**src/rtl/if_id_pipeline_pkg.sv**
```systemverilog
// Shared constants and bundles for the fetch / decode boundary.
// Field positions are also consumed by the ID/EXE stage.
package if_id_pipeline_pkg;

  localparam logic [31:0] NOP_INSTR = 32'h0000_0000;
  localparam logic [31:0] PC_STEP   = 32'd4;

  localparam int RN_HI = 19;
  localparam int RN_LO = 16;
  localparam int RM_HI = 3;
  localparam int RM_LO = 0;
  localparam int RD_HI = 15;
  localparam int RD_LO = 12;

  typedef struct packed {
    logic [31:0] instr;
    logic [31:0] pc;
    logic        valid;
  } if_id_t;

  function automatic logic [3:0] rn_of(
    input logic [31:0] instr
  );
    return instr[RN_HI:RN_LO];
  endfunction

  function automatic logic [3:0] rm_of(
    input logic [31:0] instr
  );
    return instr[RM_HI:RM_LO];
  endfunction

endpackage

```
**src/rtl/if_id_pipeline_hazard.sv**
```systemverilog
// Load-use hazard compare between the word in ID and the load in EXE.
// Both source fields are checked regardless of instruction class.
module load_use_hazard_unit
  import if_id_pipeline_pkg::*;
(
  input  logic        id_valid,
  input  logic [31:0] id_instr,
  input  logic        exe_load,
  input  logic        exe_rf_en,
  input  logic [3:0]  exe_rd,
  output logic        stall
);

  logic rn_hit;
  logic rm_hit;

  assign rn_hit = (rn_of(id_instr) == exe_rd);
  assign rm_hit = (rm_of(id_instr) == exe_rd);

  assign stall = id_valid
               & exe_load
               & exe_rf_en
               & (rn_hit | rm_hit);

endmodule

```
**src/rtl/if_id_pipeline.sv**
```systemverilog
// Fetch stage: PC register, IF/ID register and stall counter.
// Branch beats stall; freeze beats everything.
module if_id_pipeline
  import if_id_pipeline_pkg::*;
#(
  parameter logic [31:0] RESET_PC  = 32'h0000_0000,
  parameter logic [31:0] NOP_INSTR = if_id_pipeline_pkg::NOP_INSTR,
  parameter int          CNT_W     = 16
) (
  input  logic             clk,
  input  logic             reset,
  output logic [31:0]      imem_addr,
  input  logic [31:0]      imem_data,
  input  logic             freeze,
  input  logic             branch_taken,
  input  logic [31:0]      branch_target,
  input  logic             EXE_load_instr,
  input  logic             EXE_RF_enable,
  input  logic [3:0]       EXE_Rd_num,
  output logic [31:0]      ID_instruction,
  output logic [31:0]      ID_PC,
  output logic             ID_valid,
  output logic             hazard_stall,
  output logic [CNT_W-1:0] stall_count
);

  logic [31:0]      pc_q;
  logic [31:0]      pc_d;
  logic [31:0]      pc_plus4;
  if_id_t           if_id_q;
  if_id_t           if_id_d;
  logic [CNT_W-1:0] cnt_q;
  logic [CNT_W-1:0] cnt_d;

  logic do_branch;
  logic do_stall;
  logic do_adv;

  load_use_hazard_unit u_hazard (
    .id_valid  (if_id_q.valid),
    .id_instr  (if_id_q.instr),
    .exe_load  (EXE_load_instr),
    .exe_rf_en (EXE_RF_enable),
    .exe_rd    (EXE_Rd_num),
    .stall     (hazard_stall)
  );

  assign pc_plus4 = pc_q + PC_STEP;

  // One-hot action so the decoder below never sees overlap.
  assign do_branch = !freeze & branch_taken;
  assign do_stall  = !freeze & !branch_taken & hazard_stall;
  assign do_adv    = !freeze & !branch_taken & !hazard_stall;

  always_comb begin
    pc_d    = pc_q;
    if_id_d = if_id_q;
    cnt_d   = cnt_q;
    unique case (1'b1)
      do_branch: begin
        pc_d          = branch_target;
        if_id_d.instr = NOP_INSTR;
        if_id_d.valid = 1'b0;
      end
      do_stall: begin
        if (cnt_q != '1)
          cnt_d = cnt_q + CNT_W'(1);
      end
      do_adv: begin
        pc_d          = pc_plus4;
        if_id_d.instr = imem_data;
        if_id_d.pc    = pc_plus4;
        if_id_d.valid = 1'b1;
      end
      default: ;
    endcase
  end

  always_ff @(posedge clk or posedge reset) begin
    if (reset) begin
      pc_q          <= RESET_PC;
      if_id_q.instr <= NOP_INSTR;
      if_id_q.pc    <= '0;
      if_id_q.valid <= 1'b0;
      cnt_q         <= '0;
    end else begin
      pc_q    <= pc_d;
      if_id_q <= if_id_d;
      cnt_q   <= cnt_d;
    end
  end

  assign imem_addr      = pc_q;
  assign ID_instruction = if_id_q.instr;
  assign ID_PC          = if_id_q.pc;
  assign ID_valid       = if_id_q.valid;
  assign stall_count    = cnt_q;

endmodule
```
**config.mk**
```make
export PLATFORM = sky130hd
export DESIGN_NAME = if_id_pipeline
export DESIGN_NICKNAME = d
export VERILOG_FILES = /design/src/rtl/if_id_pipeline_pkg.sv /design/src/rtl/if_id_pipeline_hazard.sv /design/src/rtl/if_id_pipeline.sv
export SDC_FILE = /design/constraint.sdc
export NUM_CORES = 1
export LEC_CHECK = 0
export CORE_MARGIN = 2
export CORE_UTILIZATION = 46
export CTS_CLUSTER_DIAMETER = 30
export DETAILED_ROUTE_END_ITERATION = 8
export HOLD_SLACK_MARGIN = 0.08
export PLACE_DENSITY = 0.81
export SETUP_SLACK_MARGIN = 0.3
export SKIP_CTS_REPAIR_TIMING = 1
export SLEW_MARGIN = 20
export SYNTH_ARGS = -nofsm -noshare
export SYNTH_HDL_FRONTEND = slang
export SYNTH_HIERARCHICAL = 1
export SYNTH_SLANG_ARGS = --single-unit
```
**constraint.sdc**
```tcl
create_clock -name clk -period 5.46 [get_ports clk]
set_clock_uncertainty 0.1 [all_clocks]
set_input_delay 1.092 -clock clk [delete_from_list [all_inputs] [get_ports clk]]
set_output_delay 1.092 -clock clk [all_outputs]
set_load 0.01 [all_outputs]
```
==> results.yml, run 1 <==
clock_network:
  cts_made_buffers: 17
  htree_num_levels: 4
  clk_path_buf_depth: 2
  clk_latency_ns: 0.42
  clkTransAtPathRegs_ns: 0.05
  clkSinkCount: 113
  cts_tree: "built"
  cts_root_buf: "clkbuf_16"
critical_path:
  worst_setup_path_end_kind: "output pin"
  arrival_ns: 2.73
  worst-r2r-setup-slack_ns: 2.61
  crit_chain: "clkdlybuf4s50_1 -> xnor2_1 -> nand4_1 -> a21oi_1 -> clkdlybuf4s50_1"
  cpMostUsedCell: "clkdlybuf4s50_1"
  crit_path_max_fanout: 2
  startpoint_type: "primary input"
  path_delay_family: "buffers and inverters"
  worstSetupPathType: "primary input to output pin"
  max_stage_delay_ns: 0.61
  critPathBufInv: 2
  crit_required_ns: 4.27
  slowest_stage: "clkdlybuf4s50_1"
die:
  row_count: 39
  pin_count: 188
  die_w_um: 113
  die_h_um: 113
  die_area_sq_um: 12900
  core_sq_um: 11600
  start_util_pct: 47.7
power:
  internal_power_mw: 2.18
  cellLeakagePower_nw: 3.47
  combPwrFrac_pct: 19.2
  ir_drop_mv: 0.207
  p_clk_share_pct: 44.6
  swShare_pct: 25.6
  p_total_mw: 2.93
  p_per_area_nw_per_um2: 359
  switching_power_mw: 0.751
  seqPwrFrac_pct: 36.2
logic_synthesis:
  synth_area_sq_um: 5510
  synthMuxAreaShare_pct: 0.386
  synth-adder-area-share_pct: 0.454
  ys_seq_elements: 113
  yosys.area_share.simple_pct: 25.2
  ys_warn_count: 6
  synth_nets: 696
  synth_xor_area_share_pct: 7.15
  yosysUniqueCellTypes: 43
  synth_compound_area_share_pct: 11.7
  synth-seq-area-share_pct: 51.3
  syn_area_per_cell_sq_um: 8.89
  synth_top_family_by_area: "simple AND/OR/NAND/NOR gates"
  synthCells: 620
drt:
  drt_iter0_drc: 381
  wl_mm: 16.9
  route.detailed.drc: 0
  vias: 5331
  drt_pre_antenna_iters: 5
  wire_per_inst_um: 17.8
  via_per_inst: 5.63
  antenna_left: 0
place:
  post-place-cells: 915
  preCtsSetupSlack_ns: 1.50
  gp_congestion: 0.908
  portBuffers: 187
  dp_hpwl_mm: 11.7
timing:
  grt_setup_unrepaired: "false"
  setup_viol: 0
  tns_ns: 0
  fmax_mhz: 255
  hold_viol: 0
  fin_ws_ns: 1.54
  final.min_clock_period_ns: 3.92
  drv_slew: 0
  slew_headroom_pct: 46.8
  max_slew.worst_pin.slew_ns: 0.798
  fin_crit_sh_pct: 71.9
status:
  status: "complete, no violations"
cells_and_area:
  nFillCells: 875
  area_growth_pct: 48.2
  insertedDiodeCount: 0
  layout_common_cells: "187 x clkdlybuf4s50_1, 146 x nand2_1, 113 x dfrtp_1"
  fin_nets: 867
  layout-drive-gt1-share_pct: 6.34
  finalNonFillerCells: 947
  final_common_cell: "clkdlybuf4s50_1"
  final_core_util_pct: 70.7
min_path:
  min_path_type: "flop to flop"
grt:
  grt_pass1_wl_mm: 26.9
  grt_overflow: 0
  grtUsageTotal_pct: 26.6
  grt_pass1_vias: 5323
  antenna_found_initial: 0
  grt_max_degree: 82
flow_run:
  max_cap_viol_count: 0
metal layers:
metal / track usage [%] / wire length [um] / share of wire [%]
met3: 7.28 / 1210 / 7.2
met2: 42.6 / 8220 / 49
met5: 0 / 0 / 0
met1: 33.8 / 6930 / 41
met4: 12.0 / 511 / 3.0
registers in the layout (all words and copies together) (netlist names):
name and flops:
ID_PC 32, ID_instruction 32, imem_addr 32, stall_count 16, ID_valid 1
tightest hold or removal path, delay by kind of cell (launching register included):
| kind | cells | cell delay (ns) |
|---|---|---|
| and+or+nand+nor | 1 | 0.04 |
| DFF | 1 | 0.33 |
| AOI/OAI and AO/OA | 1 | 0.06 |
per-stage QoR:
step                hold WS (ns)  cell area, sq um
floorplan                  0.362              5510
global placement           0.362              7470
detailed placement         0.364              7470
CTS                        0.384              8170
global route               0.403              8170
finish                     0.381              8170
worst paths after layout:
kind	start	to	cells past startpoint
setup / recovery	EXE_Rd_num[0]	hazard_stall	5
hold / removal	ID_PC[21]	ID_PC[21]	2
setup reg to reg	ID_instruction[0]	ID_instruction[30]	9
hold reg to reg	ID_PC[21]	ID_PC[21]	2
max in group asynchronous	reset	ID_PC[23]	3
min in group asynchronous	reset	stall_count[4]	2
synthesized netlist by cell type, drive strengths merged:
library cell | instances | area [sq um]
a31oi | 4 | 25.0
o31ai | 1 | 7.51
o311ai | 3 | 26.3
nor3 | 9 | 45.0
mux2 | 1 | 11.3
xnor2 | 30 | 263
ha | 2 | 25.0
and2 | 3 | 18.8
o32ai | 1 | 8.76
dfrtp | 113 | 2830
and3 | 8 | 50.1
o21ai | 52 | 260
nor4 | 6 | 37.5
o21a | 2 | 15.0
clkbuf | 32 | 120
o221ai | 1 | 8.76
nor2 | 30 | 113
nand2b | 1 | 6.26
a211oi | 3 | 22.5
nand2 | 146 | 548
nand4 | 19 | 131
or4 | 3 | 22.5
mux2i | 1 | 10.0
or3 | 4 | 30.0
o22ai | 4 | 25.0
a21oi | 15 | 75.1
o211ai | 4 | 30.0
and4 | 7 | 62.6
buf | 12 | 66.3
inv | 6 | 22.5
a2bb2oi | 1 | 8.76
o31a | 3 | 26.3
a311oi | 2 | 17.5
a22oi | 12 | 90.1
nand3 | 61 | 305
nor3b | 1 | 7.51
or2 | 2 | 12.5
xor2 | 15 | 131
cell families after synthesis:
group | count (synthesis)
adder cells (fa/ha/maj) | 2
AND/OR/NAND/NOR | 300
XOR/XNOR | 45
multiplexers | 2
flip-flops | 113
AO/OA/AOI/OAI | 108
buffers and inverters | 50
final cells by class:
cell class	count	area (sq um)	share of cell area, %
Sequential cell	113	2830	34.6
Multi-Input combinational cell	457	2500	30.6
Timing Repair Buffer	196	1940	23.7
Clock buffer	23	508	6.21
Clock inverter	9	198	2.42
Tap cell	143	179	2.19
Inverter	6	25.0	0.306
power by group through the flow:
stage | combinational (mW) | sequential [mW] | clock, mW
finish | 0.563 | 1.06 | 1.31
global route | 0.609 | 1.08 | 1.36
CTS | 0.567 | 1.06 | 1.32
detailed placement | 0.563 | 1.07 | 0
global placement | 0.551 | 1.07 | 0
floorplan | 0.204 | 1.09 | 0
No activity file was read; power rests on OpenSTA's default activity.
==> inputs of run 2 (changes only) <==
--- a/config.mk
+++ b/config.mk
@@ -6,11 +6,11 @@
 export NUM_CORES = 1
 export LEC_CHECK = 0
 export CORE_MARGIN = 2
-export CORE_UTILIZATION = 46
+export CORE_UTILIZATION = 41
 export CTS_CLUSTER_DIAMETER = 30
 export DETAILED_ROUTE_END_ITERATION = 8
 export HOLD_SLACK_MARGIN = 0.08
-export PLACE_DENSITY = 0.81
+export PLACE_DENSITY = 0.76
 export SETUP_SLACK_MARGIN = 0.3
 export SKIP_CTS_REPAIR_TIMING = 1
 export SLEW_MARGIN = 20
==> constraint.sdc (replaced) <==
create_clock -name clk -period 3.6 [get_ports clk]
set_clock_uncertainty 0.1 [all_clocks]
set_input_delay 0.72 -clock clk [delete_from_list [all_inputs] [get_ports clk]]
set_output_delay 0.72 -clock clk [all_outputs]
set_load 0.01 [all_outputs]
==> run 2 against run 1 <==
Critical path type unchanged. First-iteration DRC count grew 26%. Core utilization shrank 9.0 points. Clock power grew 24%. Cell count grew 3.7%. Total power grew 40%. Sequential power grew 52%.
==> results.yml, run 2 (synthesized netlist as in run 1, its figures left out) <==
die:
  die_w_um: 120
  die_area_sq_um: 14400
  die_h_um: 120
  row_count: 42
  core_sq_um: 13200
  start_util_pct: 41.8
  pin_count: 188
timing:
  max_slew.worst_pin.slew_ns: 0.673
  grt_setup_unrepaired: "false"
  hold_viol: 0
  setup_viol: 0
  slew_headroom_pct: 54.7
  fmax_mhz: 316
  final.min_clock_period_ns: 3.16
  tns_ns: 0
  fin_crit_sh_pct: 87.9
  drv_slew: 0
drt:
  via_per_inst: 5.48
  drt_pre_antenna_iters: 5
  antenna_left: 0
  wire_per_inst_um: 17.0
  route.detailed.drc: 0
  wl_mm: 16.7
  drt_iter0_drc: 480
  vias: 5386
clock_network:
  cts_root_buf: "clkbuf_16"
  cts_tree: "built"
  clkTransAtPathRegs_ns: 0.05
  clkSinkCount: 113
  clk_latency_ns: 0.41
  clk_path_buf_depth: 2
  cts_made_buffers: 17
  htree_num_levels: 4
critical_path:
  max_stage_delay_ns: 0.58
  worstSetupPathType: "primary input to output pin"
  worst-r2r-setup-slack_ns: 1.02
  worst_setup_path_end_kind: "output pin"
  slowest_stage: "clkdlybuf4s50_1"
  cpMostUsedCell: "clkdlybuf4s50_1"
  arrival_ns: 2.34
  crit_chain: "clkdlybuf4s50_1 -> xnor2_1 -> nand4_1 -> a21oi_2 -> clkdlybuf4s50_1"
  crit_required_ns: 2.78
  startpoint_type: "primary input"
  crit_path_max_fanout: 3
cells_and_area:
  layout_common_cells: "187 x clkdlybuf4s50_1, 146 x nand2_1, 113 x dfrtp_1"
  area_growth_pct: 47.7
  seq_area_sq_um: 2830
  insertedDiodeCount: 0
  multiInputGateArea_sq_um: 2500
  nFillCells: 1097
  final_common_cell: "clkdlybuf4s50_1"
  fin_nets: 871
  layout-drive-gt1-share_pct: 6.33
place:
  portBuffers: 187
  gp_congestion: 0.873
  dp_hpwl_mm: 11.9
power:
  cellLeakagePower_nw: 3.43
  ir_drop_mv: 0.407
  seqPwrFrac_pct: 39.3
  p_per_area_nw_per_um2: 504
  combPwrFrac_pct: 21.0
  p_total_mw: 4.10
  p_clk_share_pct: 39.6
  internal_power_mw: 2.99
  swShare_pct: 27.1
  switching_power_mw: 1.11
grt:
  grt_overflow: 0
  grtUsageTotal_pct: 23.8
  grt_pass1_wl_mm: 27.2
  antenna_found_initial: 0
  grt_max_degree: 50
  grt_pass1_vias: 5332
status:
  status: "complete, no violations"
min_path:
  min_path_type: "flop to flop"
flow_run:
  max_cap_viol_count: 0
-- run 2: cell count changes in the layout (fill, tap and decap cells not counted) --
cell	previous run	this run
a21oi_1	15	14
a21oi_2	0	1
buf_12	0	2
buf_4	9	11
bufinv_16	6	2
clkbuf_1	0	3
clkbuf_8	6	4
clkinv_2	2	4
inv_4	1	0
-- run 2: path summary, 6_finish.rpt --
| kind | start | endpoint | depth (start not counted) |
|---|---|---|---|
| max reg2reg | imem_addr[8] | imem_addr[31] | 5 |
| min reg2reg | ID_PC[3] | ID_PC[3] | 2 |
| min | ID_PC[3] | ID_PC[3] | 2 |
| min in group asynchronous | reset | stall_count[9] | 2 |
| max | EXE_Rd_num[0] | hazard_stall | 5 |
| max in group asynchronous | reset | ID_instruction[6] | 3 |
-- run 2: power groups by stage --
stage | combinational (mW) | clock (mW) | sequential, mW
floorplan | 0.310 | 0 | 1.65
global placement | 0.845 | 0 | 1.62
detailed placement | 0.864 | 0 | 1.63
CTS | 0.869 | 1.65 | 1.61
global route | 0.940 | 1.70 | 1.64
finish | 0.863 | 1.63 | 1.61
-- run 2: metal layers --
layer,global-route usage [%],wire (um),up-vias
met1,30.9,6970,2591
met5,0,0,-
li1,-,-,2502
met3,6.89,1290,40
met2,37.6,7980,253
met4,9.49,444,0
-- run 2: stage by stage --
stage                     utilization, %  std cells  hold slack (ns)  setup slack, ns  instance area, sq um
final                               61.7        982            0.378            0.435                  8140
after global routing                61.7        982            0.403            0.327                  8140
after CTS                           61.7        982            0.380            0.328                  8140
after detailed placement            57.4        952            0.370            0.202                  7570
after global placement              57.4        952            0.360            0.355                  7570
after floorplan                        -        620            0.362            0.927                  5520
-- run 2: critical path, delay by kind of cell --
family / cells / cell delay, ns
AO/OA/AOI/OAI: 1 / 0.23
XOR/XNOR: 1 / 0.16
buffers and inverters: 2 / 1.10
AND/OR/NAND/NOR: 1 / 0.14
-- run 2: area by class of cell --
| cell class | instances | share of cell area (%) |
|---|---|---|
| sequential | 113 | 34.7 |
| clock inverter | 6 | 0.984 |
| inverter | 6 | 0.323 |
| clock buffer | 24 | 6.04 |
| multi-input combinational | 457 | 30.7 |
| timing repair buffer | 200 | 24.5 |
| tap | 176 | 2.70 |
